==> config.mk <==
export PLATFORM = sky130hd
export DESIGN_NAME = wb_commit_stage_flat
export DESIGN_NICKNAME = d
export VERILOG_FILES = /design/src/rtl/wb_commit_stage_if.sv /design/src/rtl/wb_commit_stage.sv /design/src/flat_wrapper.sv
export SDC_FILE = /design/constraint.sdc
export NUM_CORES = 1
export LEC_CHECK = 0
export CAP_MARGIN = 20
export CORE_AREA = 5 5 252 254
export DETAILED_ROUTE_END_ITERATION = 10
export DIE_AREA = 0 0 257 259
export HOLD_SLACK_MARGIN = 0.02
export PLACE_DENSITY = 0.4
export RECOVER_POWER = 100
export SLEW_MARGIN = 20
export SYNTH_ARGS = -nofsm -noshare
export SYNTH_HDL_FRONTEND = slang
export SYNTH_SLANG_ARGS = --single-unit
==> constraint.sdc <==
create_clock -name clk -period 30.1 [get_ports clk]
set_input_delay 7.525 -clock clk [delete_from_list [all_inputs] [get_ports clk]]
set_output_delay 7.525 -clock clk [all_outputs]
set_load 0.005 [all_outputs]
==> src/rtl/wb_commit_stage_if.sv <==
// Memory-stage to write-back handshake and instruction payload bundle.
// The memory stage drives the payload; the commit stage answers with ws_allowin.
interface wb_commit_stage_if #(
  parameter int IDX_W = 4
);
  logic              ms_to_ws_valid;
  logic              ws_allowin;
  logic [31:0]       ms_pc;
  logic [31:0]       ms_result;
  logic [31:0]       ms_badvaddr;
  logic              ms_gr_we;
  logic              ms_cp0_op;
  logic              ms_cp0_we;
  logic [4:0]        ms_dest;
  logic [7:0]        ms_cp0_addr;
  logic              ms_ex;
  logic              ms_refill;
  logic              ms_bd;
  logic              ms_eret;
  logic [4:0]        ms_excode;
  logic              ms_tlbp;
  logic              ms_tlbr;
  logic              ms_tlbwi;
  logic              ms_s1_found;
  logic [IDX_W-1:0]  ms_s1_index;

  modport master (
    output ms_to_ws_valid, ms_pc, ms_result, ms_badvaddr, ms_gr_we, ms_cp0_op,
           ms_cp0_we, ms_dest, ms_cp0_addr, ms_ex, ms_refill, ms_bd, ms_eret,
           ms_excode, ms_tlbp, ms_tlbr, ms_tlbwi, ms_s1_found, ms_s1_index,
    input  ws_allowin
  );

  modport slave (
    input  ms_to_ws_valid, ms_pc, ms_result, ms_badvaddr, ms_gr_we, ms_cp0_op,
           ms_cp0_we, ms_dest, ms_cp0_addr, ms_ex, ms_refill, ms_bd, ms_eret,
           ms_excode, ms_tlbp, ms_tlbr, ms_tlbwi, ms_s1_found, ms_s1_index,
    output ws_allowin
  );
endinterface

==> src/rtl/wb_commit_stage.sv <==
// MIPS write-back/commit stage: retires one held instruction per cycle, waits
// out the synchronous TLB read for TLBR, and issues a registered redirect pulse.
module wb_commit_stage #(
  parameter int          TLBNUM     = 16,
  parameter int          TLB_RD_LAT = 1,
  parameter logic [31:0] EX_VEC     = 32'hbfc00380,
  parameter logic [31:0] REFILL_VEC = 32'hbfc00200,
  localparam int         IDX_W      = $clog2(TLBNUM)
) (
  input  logic              clk,
  input  logic              reset,
  wb_commit_stage_if.slave  ms,
  output logic              rf_we,
  output logic [4:0]        rf_waddr,
  output logic [31:0]       rf_wdata,
  output logic              mtc0_we,
  output logic [7:0]        c0_addr,
  output logic [31:0]       c0_wdata,
  input  logic [31:0]       c0_rdata,
  output logic              wb_ex,
  output logic              wb_bd,
  output logic              wb_eret,
  output logic [4:0]        ex_type,
  output logic [31:0]       wb_pc,
  output logic [31:0]       wb_badvaddr,
  input  logic [31:0]       cp0_epc,
  input  logic [31:0]       cp0_index,
  output logic              tlb_we,
  output logic [IDX_W-1:0]  tlb_w_index,
  output logic [IDX_W-1:0]  tlb_r_index,
  input  logic [77:0]       tlb_rdata,
  output logic              tlbr_we,
  output logic [77:0]       tlbr_data,
  output logic              tlbp_we,
  output logic              tlbp_p,
  output logic [IDX_W-1:0]  tlbp_index,
  output logic              flush,
  output logic [31:0]       flush_pc,
  output logic [31:0]       debug_wb_pc,
  output logic [3:0]        debug_wb_rf_wen,
  output logic [4:0]        debug_wb_rf_wnum,
  output logic [31:0]       debug_wb_rf_wdata
);

  typedef struct packed {
    logic [31:0]      pc;
    logic [31:0]      result;
    logic [31:0]      badvaddr;
    logic             gr_we;
    logic             cp0_op;
    logic             cp0_we;
    logic [4:0]       dest;
    logic [7:0]       cp0_addr;
    logic             ex;
    logic             refill;
    logic             bd;
    logic             eret;
    logic [4:0]       excode;
    logic             tlbp;
    logic             tlbr;
    logic             tlbwi;
    logic             s1_found;
    logic [IDX_W-1:0] s1_index;
  } payload_t;

  typedef enum logic {IDLE, WAIT} state_t;

  function automatic logic [31:0] redirect_pc(input payload_t p, input logic [31:0] epc);
    if (p.ex && p.refill) return REFILL_VEC;
    if (p.ex)             return EX_VEC;
    if (p.eret)           return epc;
    return p.pc + 32'd4;
  endfunction

  state_t      state_q;
  logic [1:0]  cnt_q;
  payload_t    pl_q, pl_d, pl_in;
  logic        ws_valid_q, ws_valid_d;
  logic        flush_q, flush_d;
  logic [31:0] flush_pc_q, flush_pc_d;
  logic        ready_go, retire, allowin, load, flush_src, commit_ok;

  always_comb begin
    pl_in = '{pc: ms.ms_pc, result: ms.ms_result, badvaddr: ms.ms_badvaddr,
              gr_we: ms.ms_gr_we, cp0_op: ms.ms_cp0_op, cp0_we: ms.ms_cp0_we,
              dest: ms.ms_dest, cp0_addr: ms.ms_cp0_addr, ex: ms.ms_ex,
              refill: ms.ms_refill, bd: ms.ms_bd, eret: ms.ms_eret,
              excode: ms.ms_excode, tlbp: ms.ms_tlbp, tlbr: ms.ms_tlbr,
              tlbwi: ms.ms_tlbwi, s1_found: ms.ms_s1_found,
              s1_index: ms.ms_s1_index};
    ready_go  = !((state_q == WAIT) && (cnt_q != 2'd0));
    retire    = ws_valid_q && ready_go;
    allowin   = !ws_valid_q || retire;
    flush_src = retire && (pl_q.ex || pl_q.eret || pl_q.tlbr || pl_q.tlbwi);
    // A redirecting retire kills whatever is offered now and in the flush cycle.
    load      = ms.ms_to_ws_valid && allowin && !flush_q && !flush_src;
    pl_d      = load ? pl_in : pl_q;
    ws_valid_d = ws_valid_q;
    if (flush_q)     ws_valid_d = 1'b0;
    else if (load)   ws_valid_d = 1'b1;
    else if (retire) ws_valid_d = 1'b0;
    flush_d    = flush_src;
    flush_pc_d = flush_src ? redirect_pc(pl_q, cp0_epc) : flush_pc_q;
    commit_ok  = retire && !pl_q.ex;
  end

  // Stage boundary: held instruction and redirect registers.
  always_ff @(posedge clk) begin
    if (reset) begin
      ws_valid_q <= 1'b0;
      flush_q    <= 1'b0;
      flush_pc_q <= 32'd0;
    end else begin
      ws_valid_q <= ws_valid_d;
      flush_q    <= flush_d;
      flush_pc_q <= flush_pc_d;
    end
  end

  always_ff @(posedge clk) begin
    pl_q <= pl_d;
  end

  // TLBR read sequencer: entered as the TLBR is loaded, counts down the read latency.
  always_ff @(posedge clk) begin
    if (reset) begin
      state_q <= IDLE;
      cnt_q   <= 2'd0;
    end else begin
      case (state_q)
        IDLE: begin
          if (load && ms.ms_tlbr && !ms.ms_ex) begin
            state_q <= WAIT;
            cnt_q   <= 2'(TLB_RD_LAT);
          end
        end
        WAIT: begin
          if (cnt_q != 2'd0) cnt_q   <= cnt_q - 2'd1;
          else               state_q <= IDLE;
        end
        default: state_q <= IDLE;
      endcase
    end
  end

  assign ms.ws_allowin = allowin;

  assign rf_we       = commit_ok && pl_q.gr_we;
  assign rf_waddr    = pl_q.dest;
  assign rf_wdata    = pl_q.cp0_op ? c0_rdata : pl_q.result;
  assign mtc0_we     = commit_ok && pl_q.cp0_we;
  assign c0_addr     = pl_q.cp0_addr;
  assign c0_wdata    = pl_q.result;
  assign wb_ex       = retire && pl_q.ex;
  assign wb_bd       = pl_q.bd;
  assign wb_eret     = commit_ok && pl_q.eret;
  assign ex_type     = pl_q.excode;
  assign wb_pc       = pl_q.pc;
  assign wb_badvaddr = pl_q.badvaddr;
  assign tlb_we      = commit_ok && pl_q.tlbwi;
  assign tlb_w_index = cp0_index[IDX_W-1:0];
  assign tlb_r_index = cp0_index[IDX_W-1:0];
  assign tlbr_we     = commit_ok && pl_q.tlbr;
  assign tlbr_data   = tlb_rdata;
  assign tlbp_we     = commit_ok && pl_q.tlbp;
  assign tlbp_p      = !pl_q.s1_found;
  assign tlbp_index  = pl_q.s1_index;
  assign flush       = flush_q;
  assign flush_pc    = flush_pc_q;

  assign debug_wb_pc       = pl_q.pc;
  assign debug_wb_rf_wen   = {4{rf_we}};
  assign debug_wb_rf_wnum  = rf_waddr;
  assign debug_wb_rf_wdata = rf_wdata;

endmodule

==> src/flat_wrapper.sv <==
// flat-port wrapper written by rule: the top's interface ports become plain ports
module wb_commit_stage_flat 
#(
  parameter int          TLBNUM     = 16,
  parameter int          TLB_RD_LAT = 1,
  parameter logic [31:0] EX_VEC     = 32'hbfc00380,
  parameter logic [31:0] REFILL_VEC = 32'hbfc00200,
  localparam int         IDX_W      = $clog2(TLBNUM)
)
  (clk, reset, rf_we, rf_waddr, rf_wdata, mtc0_we, c0_addr, c0_wdata, c0_rdata, wb_ex, wb_bd, wb_eret, ex_type, wb_pc, wb_badvaddr, cp0_epc, cp0_index, tlb_we, tlb_w_index, tlb_r_index, tlb_rdata, tlbr_we, tlbr_data, tlbp_we, tlbp_p, tlbp_index, flush, flush_pc, debug_wb_pc, debug_wb_rf_wen, debug_wb_rf_wnum, debug_wb_rf_wdata, ms_ms_to_ws_valid, ms_ms_pc, ms_ms_result, ms_ms_badvaddr, ms_ms_gr_we, ms_ms_cp0_op, ms_ms_cp0_we, ms_ms_dest, ms_ms_cp0_addr, ms_ms_ex, ms_ms_refill, ms_ms_bd, ms_ms_eret, ms_ms_excode, ms_ms_tlbp, ms_ms_tlbr, ms_ms_tlbwi, ms_ms_s1_found, ms_ms_s1_index, ms_ws_allowin);
  wb_commit_stage_if #(.IDX_W((4))) ms_i ();
  input  logic clk;
  input  logic reset;
  output logic rf_we;
  output logic [4:0] rf_waddr;
  output logic [31:0] rf_wdata;
  output logic mtc0_we;
  output logic [7:0] c0_addr;
  output logic [31:0] c0_wdata;
  input  logic [31:0] c0_rdata;
  output logic wb_ex;
  output logic wb_bd;
  output logic wb_eret;
  output logic [4:0] ex_type;
  output logic [31:0] wb_pc;
  output logic [31:0] wb_badvaddr;
  input  logic [31:0] cp0_epc;
  input  logic [31:0] cp0_index;
  output logic tlb_we;
  output logic [IDX_W-1:0] tlb_w_index;
  output logic [IDX_W-1:0] tlb_r_index;
  input  logic [77:0] tlb_rdata;
  output logic tlbr_we;
  output logic [77:0] tlbr_data;
  output logic tlbp_we;
  output logic tlbp_p;
  output logic [IDX_W-1:0] tlbp_index;
  output logic flush;
  output logic [31:0] flush_pc;
  output logic [31:0] debug_wb_pc;
  output logic [3:0] debug_wb_rf_wen;
  output logic [4:0] debug_wb_rf_wnum;
  output logic [31:0] debug_wb_rf_wdata;
  input wire logic [$bits(ms_i.ms_to_ws_valid)-1:0] ms_ms_to_ws_valid;
  input wire logic [$bits(ms_i.ms_pc)-1:0] ms_ms_pc;
  input wire logic [$bits(ms_i.ms_result)-1:0] ms_ms_result;
  input wire logic [$bits(ms_i.ms_badvaddr)-1:0] ms_ms_badvaddr;
  input wire logic [$bits(ms_i.ms_gr_we)-1:0] ms_ms_gr_we;
  input wire logic [$bits(ms_i.ms_cp0_op)-1:0] ms_ms_cp0_op;
  input wire logic [$bits(ms_i.ms_cp0_we)-1:0] ms_ms_cp0_we;
  input wire logic [$bits(ms_i.ms_dest)-1:0] ms_ms_dest;
  input wire logic [$bits(ms_i.ms_cp0_addr)-1:0] ms_ms_cp0_addr;
  input wire logic [$bits(ms_i.ms_ex)-1:0] ms_ms_ex;
  input wire logic [$bits(ms_i.ms_refill)-1:0] ms_ms_refill;
  input wire logic [$bits(ms_i.ms_bd)-1:0] ms_ms_bd;
  input wire logic [$bits(ms_i.ms_eret)-1:0] ms_ms_eret;
  input wire logic [$bits(ms_i.ms_excode)-1:0] ms_ms_excode;
  input wire logic [$bits(ms_i.ms_tlbp)-1:0] ms_ms_tlbp;
  input wire logic [$bits(ms_i.ms_tlbr)-1:0] ms_ms_tlbr;
  input wire logic [$bits(ms_i.ms_tlbwi)-1:0] ms_ms_tlbwi;
  input wire logic [$bits(ms_i.ms_s1_found)-1:0] ms_ms_s1_found;
  input wire logic [$bits(ms_i.ms_s1_index)-1:0] ms_ms_s1_index;
  output wire logic [$bits(ms_i.ws_allowin)-1:0] ms_ws_allowin;
  assign ms_i.ms_to_ws_valid = ms_ms_to_ws_valid;
  assign ms_i.ms_pc = ms_ms_pc;
  assign ms_i.ms_result = ms_ms_result;
  assign ms_i.ms_badvaddr = ms_ms_badvaddr;
  assign ms_i.ms_gr_we = ms_ms_gr_we;
  assign ms_i.ms_cp0_op = ms_ms_cp0_op;
  assign ms_i.ms_cp0_we = ms_ms_cp0_we;
  assign ms_i.ms_dest = ms_ms_dest;
  assign ms_i.ms_cp0_addr = ms_ms_cp0_addr;
  assign ms_i.ms_ex = ms_ms_ex;
  assign ms_i.ms_refill = ms_ms_refill;
  assign ms_i.ms_bd = ms_ms_bd;
  assign ms_i.ms_eret = ms_ms_eret;
  assign ms_i.ms_excode = ms_ms_excode;
  assign ms_i.ms_tlbp = ms_ms_tlbp;
  assign ms_i.ms_tlbr = ms_ms_tlbr;
  assign ms_i.ms_tlbwi = ms_ms_tlbwi;
  assign ms_i.ms_s1_found = ms_ms_s1_found;
  assign ms_i.ms_s1_index = ms_ms_s1_index;
  assign ms_ws_allowin = ms_i.ws_allowin;
  wb_commit_stage #(.TLBNUM(TLBNUM), .TLB_RD_LAT(TLB_RD_LAT), .EX_VEC(EX_VEC), .REFILL_VEC(REFILL_VEC)) u_core (.clk(clk), .reset(reset), .ms(ms_i), .rf_we(rf_we), .rf_waddr(rf_waddr), .rf_wdata(rf_wdata), .mtc0_we(mtc0_we), .c0_addr(c0_addr), .c0_wdata(c0_wdata), .c0_rdata(c0_rdata), .wb_ex(wb_ex), .wb_bd(wb_bd), .wb_eret(wb_eret), .ex_type(ex_type), .wb_pc(wb_pc), .wb_badvaddr(wb_badvaddr), .cp0_epc(cp0_epc), .cp0_index(cp0_index), .tlb_we(tlb_we), .tlb_w_index(tlb_w_index), .tlb_r_index(tlb_r_index), .tlb_rdata(tlb_rdata), .tlbr_we(tlbr_we), .tlbr_data(tlbr_data), .tlbp_we(tlbp_we), .tlbp_p(tlbp_p), .tlbp_index(tlbp_index), .flush(flush), .flush_pc(flush_pc), .debug_wb_pc(debug_wb_pc), .debug_wb_rf_wen(debug_wb_rf_wen), .debug_wb_rf_wnum(debug_wb_rf_wnum), .debug_wb_rf_wdata(debug_wb_rf_wdata));
endmodule
==> Flow_metrics.wiki <==
{| class="wikitable"
! Metric !! Value
|-
| Placed cell count || 1685
|-
| Final worst path period share || 0.545
|-
| Met1 usage in global routing || 0.111
|-
| Relative slew margins || -1.87
|-
| Sum of buffers and inverters on the critical path || 2
|-
| Number of nets produced by synthesis || approximately 1000
|-
| Initial Utilization || 0.141
|-
| Post-CTS Setup Repair Bufs || 0
|-
| PostCTS Resize Cnt || 0
|-
| Async set-or-reset flop fraction in the synthesized netlist || 0
|-
| Die width || 257 um
|-
| FP Rows || 91
|-
| Library cell contributing the largest single delay on the critical path || sky130_fd_sc_hd__dlygate4sd3_1
|-
| Root Buffer Master || sky130_fd_sc_hd__clkbuf_16
|-
| Kind of cell adding the most delay to the critical path || buffers and inverters
|-
| Failing checks || max-capacitance violations, max-slew violations
|-
| Data required time of the critical path || between 20 and 25 ns
|-
| Vias in the first global route || between 6000 and 7000
|-
| CTS tree || yes
|-
| Total global routing track utilization || 0.0995
|-
| Max-slew violation count || roughly 190
|-
| Cell-internal power || roughly 0.44 mW
|-
| Final ANT Viol Nets || 0
|-
| Met3 Resource Use GR || 0.0339
|-
| Gpl congestion || ~0.79
|-
| Maximum VDD drop || 42.6 uV
|-
| Tightest Pin Transition || ~4.3 ns
|-
| Total power density per cell area || 48.0 nW/um2
|-
| Clock slew at the register clock pins of the worst setup and hold paths || approximately 0.07 ns
|-
| Tmin final || between 15 and 20 ns
|-
| Synthesized flop and latch total || ~170
|-
| Routed wire per std cell || between 15 and 20 um
|-
| Number of synthesized flops with an enable pin || between 100 and 150
|-
| YS warnings || 0
|-
| HPWL Detailed || between 20 and 30 mm
|-
| Maximum number of pins on one net before global-route repair || 74
|-
| Final cell count without fillers || 1720
|-
| Endpoint kind of the worst setup timing path || primary output
|-
| Number of nets at the end of the flow || 1222
|-
| CTS sink cnt || between 150 and 200
|-
| Wire length of the first global-routing pass || approximately 47 mm
|-
| Status || finished with violations
|-
| Combinational power share || 0.156
|-
| Final global-route overflow total || 0
|-
| Layer with the highest usage || met2
|-
| Relative contribution of sequential cells to total power || 0.450
|-
| CP Max Fanout || 2
|-
| Startpoint type of the worst setup path || primary input
|-
| IO Pins || 658
|-
| Power share of the clock group || 0.394
|-
| Share of total power consumed by net switching || 0.283
|-
| Via total after detailed routing || approximately 5800
|-
| Via/cell ratio || around 3.4
|-
| Critical path's largest stage delay || 0.60 ns
|-
| Most frequent cells in the layout || sky130_fd_sc_hd__dlygate4sd3_1, sky130_fd_sc_hd__edfxtp_1, sky130_fd_sc_hd__clkdlybuf4s50_1
|-
| Maximum buffer depth of the clock tree || 2
|-
| Share of the core filled with cells in the final layout || 0.209
|-
| Maximum Capacitance Violations || 5
|-
| Sum of negative setup slack || 0 ns
|-
| Iteration-0 DRC Markers || between 200 and 300
|-
| Insertion delay to the later sink of the worst-skew pair || roughly 0.48 ns
|-
| Area enclosed by the die boundary || between 60000 and 70000 um2
|-
| DRC Markers || 0
|-
| Switching power summed over all nets || between 0.15 and 0.2 mW
|-
| Total detailed-routing wirelength || around 34 mm
|-
| Non-Filler Cell Area, Final || about 13000 um2
|-
| Number of buffers inserted by port buffering || roughly 460
|-
| Synth-to-Final Area Change || 47.8%
|-
| RSZ-0062 raised after global routing || no
|-
| Cts bufs inserted || 17
|-
| Cell-by-cell trace of the critical path || clkdlybuf4s50_1, mux2_1, dlygate4sd3_1
|-
| Number of antenna violations at the first check in global routing || 8
|-
| Fmax achieved || between 60 and 70 MHz
|-
| Most common cell after layout, fill and taps aside || sky130_fd_sc_hd__dlygate4sd3_1
|-
| Number of H-tree levels || 4
|-
| Worst-case clock skew || about 0.015 ns
|-
| Fraction of layout instances using a drive strength above 1 || 0.0906
|-
| Number of library cell types mapped by synthesis || 49
|-
| Hold Crit Class || reg -> reg
|-
| Number of filler instances in the final layout || 6608
|-
| Setup Viol. Count Final || 0
|-
| Detailed-router iteration count before antenna repair || 5
|-
| Number of cells produced by synthesis || approximately 700
|-
| Synthesized area per cell || approximately 12 um2
|-
| Flip-flop cell with the highest count after synthesis || sky130_fd_sc_hd__edfxtp_1
|-
| Part of the Yosys area used for sequential elements || 0.535
|-
| Number of hold-slack violations in the final timing report || 0
|-
| Post-Synthesis Cell Area || about 8600 um2
|-
| Met2 global-route usage || 0.170
|-
| Area of placed instances || roughly 12000 um2
|-
| Arrival time at the worst endpoint || slightly below 9 ns
|-
| Leakage power total || 4.41 nW
|-
| Vert. Die Dim || ~260 um
|-
| Number of hold-repair buffers added at the cts stage || 0
|-
| Core ar. || 61000 um2
|-
| Category of the critical setup timing path || in -> out
|}
[cell type report]
| type | count | area [um2] | share of cell area |
|---|---|---|---|
| Antenna cell | 3 | 7.51 | 0.000589 |
| Clock buffer | 17 | 425 | 0.0334 |
| Clock inverter | 15 | 220 | 0.0173 |
| Inverter | 7 | 26.3 | 0.00206 |
| Multi-Input combinational cell | 252 | 1810 | 0.142 |
| Sequential cell | 166 | 4610 | 0.362 |
| Tap cell | 790 | 988 | 0.0775 |
| Timing Repair Buffer | 470 | 4660 | 0.366 |
[state kept, by name, summed over array words and instances, names as in the netlist]
register,count
u_core.debug_wb_pc,32
u_core.debug_wb_rf_wnum,5
u_core.flush,1
u_core.flush_pc,32
u_core.c0_addr,8
u_core.c0_wdata,32
u_core.cnt_q,2
u_core.ex_type,5
u_core.ws_valid_q,1
u_core.wb_bd,1
u_core.state_q,1
u_core.tlbp_index,4
u_core.pl_q,10
u_core.wb_badvaddr,32
[worst paths after layout]
check	depth (start not counted)	to	slack, ns	from
worst min register to register	2	u_core.flush_pc[19]	0.46	u_core.flush_pc[19]
worst max-delay path	3	debug_wb_rf_wdata[11]	13.69	c0_rdata[11]
worst min-delay path	2	u_core.flush_pc[19]	0.46	u_core.flush_pc[19]
worst max register to register	7	u_core.pl_q[31]	22.44	u_core.pl_q[13]
[per-layer routing]
metal,share of wire,wire length [um]
met3,0.063,2170
met2,0.51,17600
met4,0.039,1340
met1,0.38,13000
met5,0.00044,15
[synth_stat cells (3+ instances only)]
| cell type | n | area [um2] |
|---|---|---|
| sky130_fd_sc_hd__a211oi_1 | 13 | 97.6 |
| sky130_fd_sc_hd__a21oi_1 | 12 | 60.1 |
| sky130_fd_sc_hd__a222oi_1 | 3 | 30.0 |
| sky130_fd_sc_hd__and2_1 | 5 | 31.3 |
| sky130_fd_sc_hd__and3_1 | 4 | 25.0 |
| sky130_fd_sc_hd__and4_1 | 8 | 70.1 |
| sky130_fd_sc_hd__buf_1 | 3 | 11.3 |
| sky130_fd_sc_hd__buf_4 | 279 | 2090 |
| sky130_fd_sc_hd__buf_6 | 3 | 33.8 |
| sky130_fd_sc_hd__clkbuf_1 | 9 | 33.8 |
| sky130_fd_sc_hd__dfxtp_1 | 37 | 741 |
| sky130_fd_sc_hd__edfxtp_1 | 129 | 3870 |
| sky130_fd_sc_hd__inv_1 | 7 | 26.3 |
| sky130_fd_sc_hd__mux2_2 | 32 | 360 |
| sky130_fd_sc_hd__mux2i_1 | 3 | 30.0 |
| sky130_fd_sc_hd__nand2_1 | 21 | 78.8 |
| sky130_fd_sc_hd__nand3_1 | 13 | 65.1 |
| sky130_fd_sc_hd__nand4_1 | 9 | 56.3 |
| sky130_fd_sc_hd__nor2_1 | 30 | 113 |
| sky130_fd_sc_hd__nor3_1 | 12 | 60.1 |
| sky130_fd_sc_hd__nor3_2 | 3 | 30.0 |
| sky130_fd_sc_hd__nor4_1 | 3 | 18.8 |
| sky130_fd_sc_hd__o21ai_0 | 19 | 95.1 |
| sky130_fd_sc_hd__o22ai_1 | 5 | 31.3 |
| sky130_fd_sc_hd__o22ai_2 | 5 | 62.6 |
| sky130_fd_sc_hd__xnor2_1 | 8 | 70.1 |
| sky130_fd_sc_hd__xor2_1 | 17 | 149 |
[stage by stage]
| step | power, mW | setup WS (ns) | hold WS, ns |
|---|---|---|---|
| after CTS | 0.642 | 13.85 | 0.464 |
| final | 0.612 | 13.69 | 0.458 |
| after global routing | 0.644 | 13.65 | 0.503 |
| after detailed placement | 0.390 | 13.86 | 0.445 |
| after floorplan | 0.337 | 12.40 | 0.443 |
| after global placement | 0.390 | 13.82 | 0.437 |
[cell families (layout without fill, tap and decap cells)]
logic type	after synthesis	after routing	share of synthesized area
and+or+nand+nor	122	122	0.0803
xor gates and xnor gates	25	25	0.0254
DFF	166	166	0.535
other	0	3	0
muxes	35	35	0.0452
adders and majority gates	2	2	0.00290
AOI/OAI and AO/OA	68	68	0.0554
buffers and inverters	303	509	0.256
[power by group through the flow]
stage / clock network (mW) / logic, mW / registers [mW]
2_1_floorplan: 0 / 0.0576 / 0.280
3_3_place_gp: 0 / 0.110 / 0.280
3_5_place_dp: 0 / 0.110 / 0.280
4_1_cts: 0.257 / 0.110 / 0.275
5_1_grt: 0.264 / 0.102 / 0.277
6_report: 0.241 / 0.0954 / 0.275
[tightest hold or removal path: stages (launching register included)]
cell and delay, ns:
sky130_fd_sc_hd__dfxtp_1 0.33, sky130_fd_sc_hd__nand2_1 0.04, sky130_fd_sc_hd__o21ai_0 0.05
Note: power is estimated with default switching activity, not from simulation.
